--- config.mk ---
export PLATFORM = sky130hd
export DESIGN_NAME = aes_load_sequencer
export DESIGN_NICKNAME = d
export VERILOG_FILES = /design/src/rtl/aes_seq_pkg.sv /design/src/rtl/aes_seq_timeout.sv /design/src/rtl/aes_load_sequencer.sv
export SDC_FILE = /design/constraint.sdc
export NUM_CORES = 1
export LEC_CHECK = 0
export BUFFER_PORTS_ARGS = -buffer_cell sky130_fd_sc_hd__clkbuf_2
export CORE_MARGIN = 3
export CORE_UTILIZATION = 59
export DETAILED_ROUTE_END_ITERATION = 8
export PLACE_DENSITY = 0.8
export SLEW_MARGIN = 5
export SYNTH_ARGS = -nofsm -noshare
export SYNTH_HDL_FRONTEND = slang
export SYNTH_SLANG_ARGS = --single-unit
--- constraint.sdc ---
create_clock -name clk -period 3.2 [get_ports clk]
set_clock_uncertainty 0.2 [all_clocks]
set_input_delay 0.48 -clock clk [delete_from_list [all_inputs] [get_ports clk]]
set_output_delay 0.48 -clock clk [all_outputs]
set_load 0.005 [all_outputs]
--- src/rtl/aes_seq_pkg.sv ---
// aes_seq_pkg: shared state encoding, field codes and defaults for the AES load sequencer.
package aes_seq_pkg;

    localparam int NWORDS_DEF  = 4;
    localparam int TIMEOUT_DEF = 1000000;

    typedef enum logic [3:0] {
        S_IDLE,
        S_IV_WORD,
        S_MSG_MODE,
        S_MSG_WORD,
        S_KEY_MODE,
        S_KEY_WORD,
        S_ROUND,
        S_ENC_START,
        S_ENC_WAIT,
        S_OUTPUT,
        S_DISPLAY,
        S_ERROR
    } state_t;

    typedef enum logic [1:0] {F_NONE, F_IV, F_MSG, F_KEY} field_t;

    function automatic field_t field_of(state_t s);
        return s == S_IV_WORD  ? F_IV  :
               s == S_MSG_WORD ? F_MSG :
               s == S_KEY_WORD ? F_KEY : F_NONE;
    endfunction

endpackage

--- src/rtl/aes_seq_timeout.sv ---
// aes_seq_timeout: cycle counter that flags the last allowed wait cycle; TIMEOUT_CYC=0 never expires.
module aes_seq_timeout #(
    parameter int TIMEOUT_CYC = 1000000
) (
    input  logic clk,
    input  logic nrst,
    input  logic clr,
    input  logic en,
    output logic expired
);

    localparam int CW = TIMEOUT_CYC < 2 ? 1 : $clog2(TIMEOUT_CYC);
    localparam logic [CW-1:0] LAST = CW'(TIMEOUT_CYC == 0 ? 0 : TIMEOUT_CYC - 1);

    logic [CW-1:0] cnt;

    always_ff @(posedge clk or negedge nrst)
        if (!nrst)
            cnt <= '0;
        else if (clr)
            cnt <= '0;
        else if (en)
            cnt <= cnt + CW'(1);

    assign expired = (TIMEOUT_CYC != 0) && (cnt == LAST);

endmodule

--- src/rtl/aes_load_sequencer.sv ---
// aes_load_sequencer: button-driven load/launch FSM for the AES front end.
module aes_load_sequencer
    import aes_seq_pkg::*;
#(
    parameter int NWORDS      = NWORDS_DEF,
    parameter int TIMEOUT_CYC = TIMEOUT_DEF,
    localparam int IDX_W      = $clog2(NWORDS)
) (
    input  logic             clk,
    input  logic             nrst,
    input  logic             pb_next,
    input  logic             pb_commit,
    input  logic             pb_back,
    input  logic             mode_cbc,
    input  logic             finished,
    output logic             ld_iv,
    output logic             ld_msg,
    output logic             ld_key,
    output logic [IDX_W-1:0] word_idx,
    output logic             ron,
    output logic             start_enc,
    output logic             enc_busy,
    output logic             out_latch,
    output logic             disp,
    output logic             mode_q,
    output logic             err_timeout
);

    localparam logic [IDX_W-1:0] LAST = IDX_W'(NWORDS - 1);

    state_t           state, nxt;
    field_t           nf;
    logic [IDX_W-1:0] widx, nxt_idx;
    logic             kv, nxt_kv, nxt_mode, expired;
    logic             bk, cm, nx;

    // back beats commit beats next; losers are simply dropped
    assign bk = pb_back;
    assign cm = pb_commit & ~pb_back;
    assign nx = pb_next & ~pb_back & ~pb_commit;

    aes_seq_timeout #(.TIMEOUT_CYC(TIMEOUT_CYC)) u_timeout (
        .clk     (clk),
        .nrst    (nrst),
        .clr     (state == S_ENC_START),
        .en      (state == S_ENC_WAIT),
        .expired (expired)
    );

    always_comb begin
        nxt      = state;
        widx     = word_idx;
        nxt_kv   = kv;
        nxt_mode = mode_q;
        case (state)
            S_IDLE:
                if (nx) begin
                    nxt      = mode_cbc ? S_IV_WORD : S_MSG_MODE;
                    nxt_mode = mode_cbc;
                end
            S_IV_WORD, S_MSG_WORD, S_KEY_WORD:
                if (bk) begin
                    if (word_idx != '0)
                        widx = word_idx - IDX_W'(1);
                    else
                        nxt = state == S_IV_WORD  ? S_IDLE :
                              state == S_MSG_WORD ? S_MSG_MODE : S_KEY_MODE;
                end else if (cm) begin
                    if (word_idx == LAST) begin
                        nxt    = state == S_IV_WORD ? S_MSG_MODE :
                                 ((state == S_KEY_WORD) || kv) ? S_ROUND : S_KEY_MODE;
                        nxt_kv = kv | (state == S_KEY_WORD);
                    end
                end else if (nx && word_idx != LAST)
                    widx = word_idx + IDX_W'(1);
            S_MSG_MODE:
                if (nx) begin
                    nxt  = S_MSG_WORD;
                    widx = '0;
                end else if (bk) begin
                    nxt  = mode_q ? S_IV_WORD : S_IDLE;
                    widx = LAST;
                end
            S_KEY_MODE:
                if (nx) begin
                    nxt  = S_KEY_WORD;
                    widx = '0;
                end else if (bk) begin
                    nxt  = S_MSG_WORD;
                    widx = LAST;
                end
            S_ROUND:
                if (bk) begin
                    nxt    = S_KEY_WORD;
                    widx   = LAST;
                    nxt_kv = 1'b0;
                end else if (cm)
                    nxt = S_ENC_START;
            S_ENC_START: nxt = S_ENC_WAIT;
            S_ENC_WAIT:  nxt = finished ? S_OUTPUT : expired ? S_ERROR : S_ENC_WAIT;
            S_OUTPUT:    nxt = S_DISPLAY;
            S_DISPLAY:
                if (bk) begin
                    nxt    = S_IDLE;
                    nxt_kv = 1'b0;
                end else if (cm)
                    nxt = S_MSG_MODE;
            S_ERROR:
                if (bk || cm) begin
                    nxt    = S_IDLE;
                    nxt_kv = 1'b0;
                end
            default: nxt = S_IDLE;
        endcase
        nf      = field_of(nxt);
        nxt_idx = nf == F_NONE ? '0 : widx;
    end

    // outputs are decoded from the next state so they line up with the state register
    always_ff @(posedge clk or negedge nrst)
        if (!nrst) begin
            state       <= S_IDLE;
            word_idx    <= '0;
            mode_q      <= 1'b0;
            kv          <= 1'b0;
            ld_iv       <= 1'b0;
            ld_msg      <= 1'b0;
            ld_key      <= 1'b0;
            ron         <= 1'b0;
            start_enc   <= 1'b0;
            enc_busy    <= 1'b0;
            out_latch   <= 1'b0;
            disp        <= 1'b0;
            err_timeout <= 1'b0;
        end else begin
            state       <= nxt;
            word_idx    <= nxt_idx;
            mode_q      <= nxt_mode;
            kv          <= nxt_kv;
            ld_iv       <= nf == F_IV;
            ld_msg      <= nf == F_MSG;
            ld_key      <= nf == F_KEY;
            ron         <= nxt == S_ROUND;
            start_enc   <= nxt == S_ENC_START;
            enc_busy    <= nxt == S_ENC_WAIT;
            out_latch   <= nxt == S_OUTPUT;
            disp        <= nxt == S_DISPLAY;
            err_timeout <= nxt == S_ERROR;
        end

endmodule
==> results.txt <==
STA classifies the critical path endpoint as a register. The pin count of the biggest net entering global routing is 38. Of all nets on the critical path, the largest fanout is 15. In the final layout, the share of cells above drive strength 1 is 19.83%.

The tree is rooted in a clkbuf_4. The transition time at the pin with the least slew margin is 0.8682 ns, and the adder and majority cell fraction of the synthesized area is 1.194%. The post-synthesis sequential element count was 37; the post-synthesis mux area share was 0.4776%.

For this run, global-route usage on met1 was measured as 30.27%. Max-cap violations in this run came to 0. Global routing finished with a remaining overflow of 0.

Across the VDD grid, the largest voltage drop is 0.5580 mV. The clock reaches the later pin of the worst-skew pair after 0.35 ns. The area share of xor/xnor cells in the synthesized design works out to 7.104%.

The routed layout has 1,637 vias. The H-tree generated during clock tree synthesis spans 2 levels. Once routing completed, OpenROAD measured the worst setup slack at 0.5828 ns.

The global-route usage over all layers was 21.42%; the cell-internal power was 0.9567 mW. Hold repair after CTS inserted 0 buffers. The dominant combinational cell family by area after synthesis is simple AND/OR/NAND/NOR gates. Synthesis produced a netlist with a net count of 223. The number of antenna diodes in the final layout is 0. The post-place setup slack was 0.4517 ns; the initial core utilization was 61.83%.

The run finished with clean final reports. For this run, asynchronously set or reset flops after synthesis account for 100.0%. The maximum clock insertion buffer count was 2; the routed wire length was 4.029 mm. Data on the critical path arrives at its endpoint at 2.67 ns. The sequential share of the synthesized area is 44.18%. After Yosys synthesis, and, or, nand and nor cells account for 26.87% of the synthesized area.

The synthesized netlist occupies a cell area of 0.002096 sq mm. The detail route stage leaves a number of antenna-violating nets equal to 0. The ratio of routed vias to standard cells came out at 5.888. Clock tree synthesis found a total of 37 sinks. The logs give 270 for the number of placed instances, taps included and 38.3% for the combinational fraction of design power. The total area inside the core boundary comes to 0.003390 sq mm.

Setup violations remaining at the end of the flow were counted as 0. In this run the core area contains 21 standard-cell rows. The netlist uses 57 different library cells.

Relative to the synthesized area, the layout overhead comes to 7.940%. The run gives 42.12% as the worst relative slew slack. Global routing consumed, on the met3 layer, 5.299% of the routing resources.

TritonCTS built the clock tree. The clock-pin slew on the worst setup and hold paths was 0.13 ns. In this run the worst hold path is classified as input pin to asynchronous set/reset pin. For this design the top-level I/O count stands at 19. Summing the areas of all compound-gate instances in the mapped netlist gives 14.21% of the synthesized area. The number of buffer cells added on primary ports was 18. The static leakage is 1.040 nW, and the post-synthesis area per instance is 9.793 sq um. Dividing the detail-routed wire length by the instance count gives 14.49 microns. Net switching is 39.46% of the power.

The final weighted congestion of routability-driven global placement is 0.8413, and the post-CTS setup-driven buffer insertion count is 0. Setup repair after global routing left no endpoint under its margin. In the final design database the tool counted 240 nets.

The worst setup path is launched from a register. The tools report the final hold violation count as 0. Leaving out fill and tap cells, the most frequent cell in the layout is dfrtp_1. The number of violations reported at the end of detailed-routing iteration 0 was 177.

Layer with the highest usage after global routing: met2. Overall power consumption after layout is estimated at 1.580 mW. The share of total power dissipated in the clock network is 21.0%.

Before antenna repair, the detailed router went through 4 iterations. The tools report the first-pass GRT wire length as 7.038 mm. STA puts the critical path data required time at 3.25 ns. The accumulated negative setup slack came out at 0 ns. The number of enable-type register cells in the synthesized netlist was 0. The areal power density over the cells works out to 698.6 mW/mm^2. The die width is 65.60 microns, and the post-synthesis cell count is 214. Initial antenna violation count: 0.

The logs give 0 for the number of instances resized during post-cts repair and 0.6237 mW for the power dissipated by switching net loads. Among all flip-flop cells after synthesis, the most frequent one is dfrtp_1. In the layout the commonest cells are 37 x dfrtp_1, 23 x nor2_1, 18 x clkbuf_2.

The worst path uses 81.79% of the clock period. Achievable frequency: 382.1 MHz. Clock tree synthesis inserted a total of 5 buffers. The chip height was 65.60 microns. The number of global-route vias before repair is 1,518, and the post-route minimum period is 2.617 ns.

For this run, the number of Yosys warnings is 0. Global routing used 31.86% of the available met2 tracks. The worst hold slack is 0.008094 ns. Excluding fillers, the count of instances in the completed layout stands at 278. Of the total power, registers draw 40.7%. The tools report the final routed DRC violation total as 0. The count of pins over their slew limit was 0. The critical path in this run is classified as register to register. Detailed placement ended at an HPWL of 2.805 mm. The floorplan step defined a die boundary enclosing 0.004303 sq mm.
-- synthesized netlist by cell type (2+ instances only) --
master | number | area (sq um)
a2111oi_2 | 2 | 30.03
a21oi_1 | 6 | 30.03
a221oi_1 | 2 | 17.52
a31oi_1 | 2 | 12.51
and2_1 | 2 | 12.51
and3_1 | 5 | 31.28
and3_2 | 5 | 37.54
clkbuf_1 | 3 | 11.26
clkbuf_8 | 3 | 41.29
dfrtp_1 | 37 | 925.9
ha_1 | 2 | 25.02
inv_1 | 11 | 41.29
nand2_1 | 12 | 45.04
nand2b_1 | 2 | 12.51
nand3_1 | 9 | 45.04
nand4_1 | 8 | 50.05
nor2_1 | 23 | 86.33
nor2b_1 | 3 | 18.77
nor3_1 | 6 | 30.03
nor3b_1 | 3 | 22.52
nor4_1 | 4 | 25.02
o211ai_1 | 3 | 22.52
o21a_1 | 4 | 30.03
o21ai_0 | 7 | 35.03
o221ai_1 | 2 | 17.52
or3_1 | 2 | 12.51
xnor2_1 | 6 | 52.55
xor2_1 | 11 | 96.34
-- cell families after synthesis --
group           Yosys count
compound gates           38
mux                       1
simple gates             97
xor+xnor                 17
buf+inv                  22
fa+ha+maj                 2
flops                    37
-- final timing paths --
check,endpoint,start,slack [ns],cells after the start
worst max-delay path,word_idx[0]$_DFFE_PN0P_,state[3]$_DFF_PN0_,0.58,6
worst min-delay path,mode_q$_DFFE_PN0P_,nrst,0.008,1
worst max register to register,word_idx[0]$_DFFE_PN0P_,state[3]$_DFF_PN0_,0.58,6
worst min register to register,u_timeout.cnt[0]$_DFFE_PN0P_,u_timeout.cnt[0]$_DFFE_PN0P_,0.33,1
max in group asynchronous,u_timeout.cnt[14]$_DFFE_PN0P_,nrst,2.23,1
min in group clk,out_latch$_DFF_PN0_,finished,0.20,3
-- sequential cells by signal (all words and copies together) (netlist names) --
signal and count:
enc_busy 1, mode_q 1, out_latch 1, word_idx 2, kv 1, err_timeout 1, state 4, ld_msg 1
u_timeout.cnt 20, ld_key 1, disp 1, start_enc 1, ron 1, ld_iv 1
-- cell type report --
| cell class | count | area (sq um) |
|---|---|---|
| clock buffer | 5 | 37.54 |
| clock inverter | 3 | 46.29 |
| fill | 258 | 1127 |
| inverter | 12 | 45.04 |
| multi-input combinational | 155 | 1045 |
| sequential | 37 | 925.9 |
| tap | 46 | 57.56 |
| timing repair buffer | 20 | 105.1 |
-- critical path, cell delays in order, from the launching register on --
cell and delay (ns):
dfrtp_1 0.58, nor3b_1 0.27, nand3_1 0.23, nor4_4 0.07, a2111oi_2 0.61, inv_2 0.18, a2111oi_2 0.38
-- power by group through the flow --
stage / Clock (mW) / Sequential, mW / Combinational (mW)
after detailed placement: 0 / 0.652 / 0.602
after floorplan: 0 / 0.602 / 0.529
after global routing: 0.369 / 0.657 / 0.676
after global placement: 0 / 0.648 / 0.598
final: 0.332 / 0.644 / 0.605
after CTS: 0.342 / 0.643 / 0.605
-- per-layer routing --
layer | wire (microns) | part of all wire [%]
met2 | 1728 | 43
met4 | 53 | 1.3
met3 | 218 | 5.4
met5 | 0 | 0
met1 | 2028 | 50
-- stage by stage --
| step | instance area [sq um] | util [%] |
|---|---|---|
| detailed placement | 2178 | 64.27 |
| floorplan | 2096 | - |
| global route | 2262 | 66.74 |
| global placement | 2178 | 64.27 |
| CTS | 2262 | 66.74 |
| finish | 2262 | 66.74 |
No activity file was read; power rests on OpenSTA's default activity.
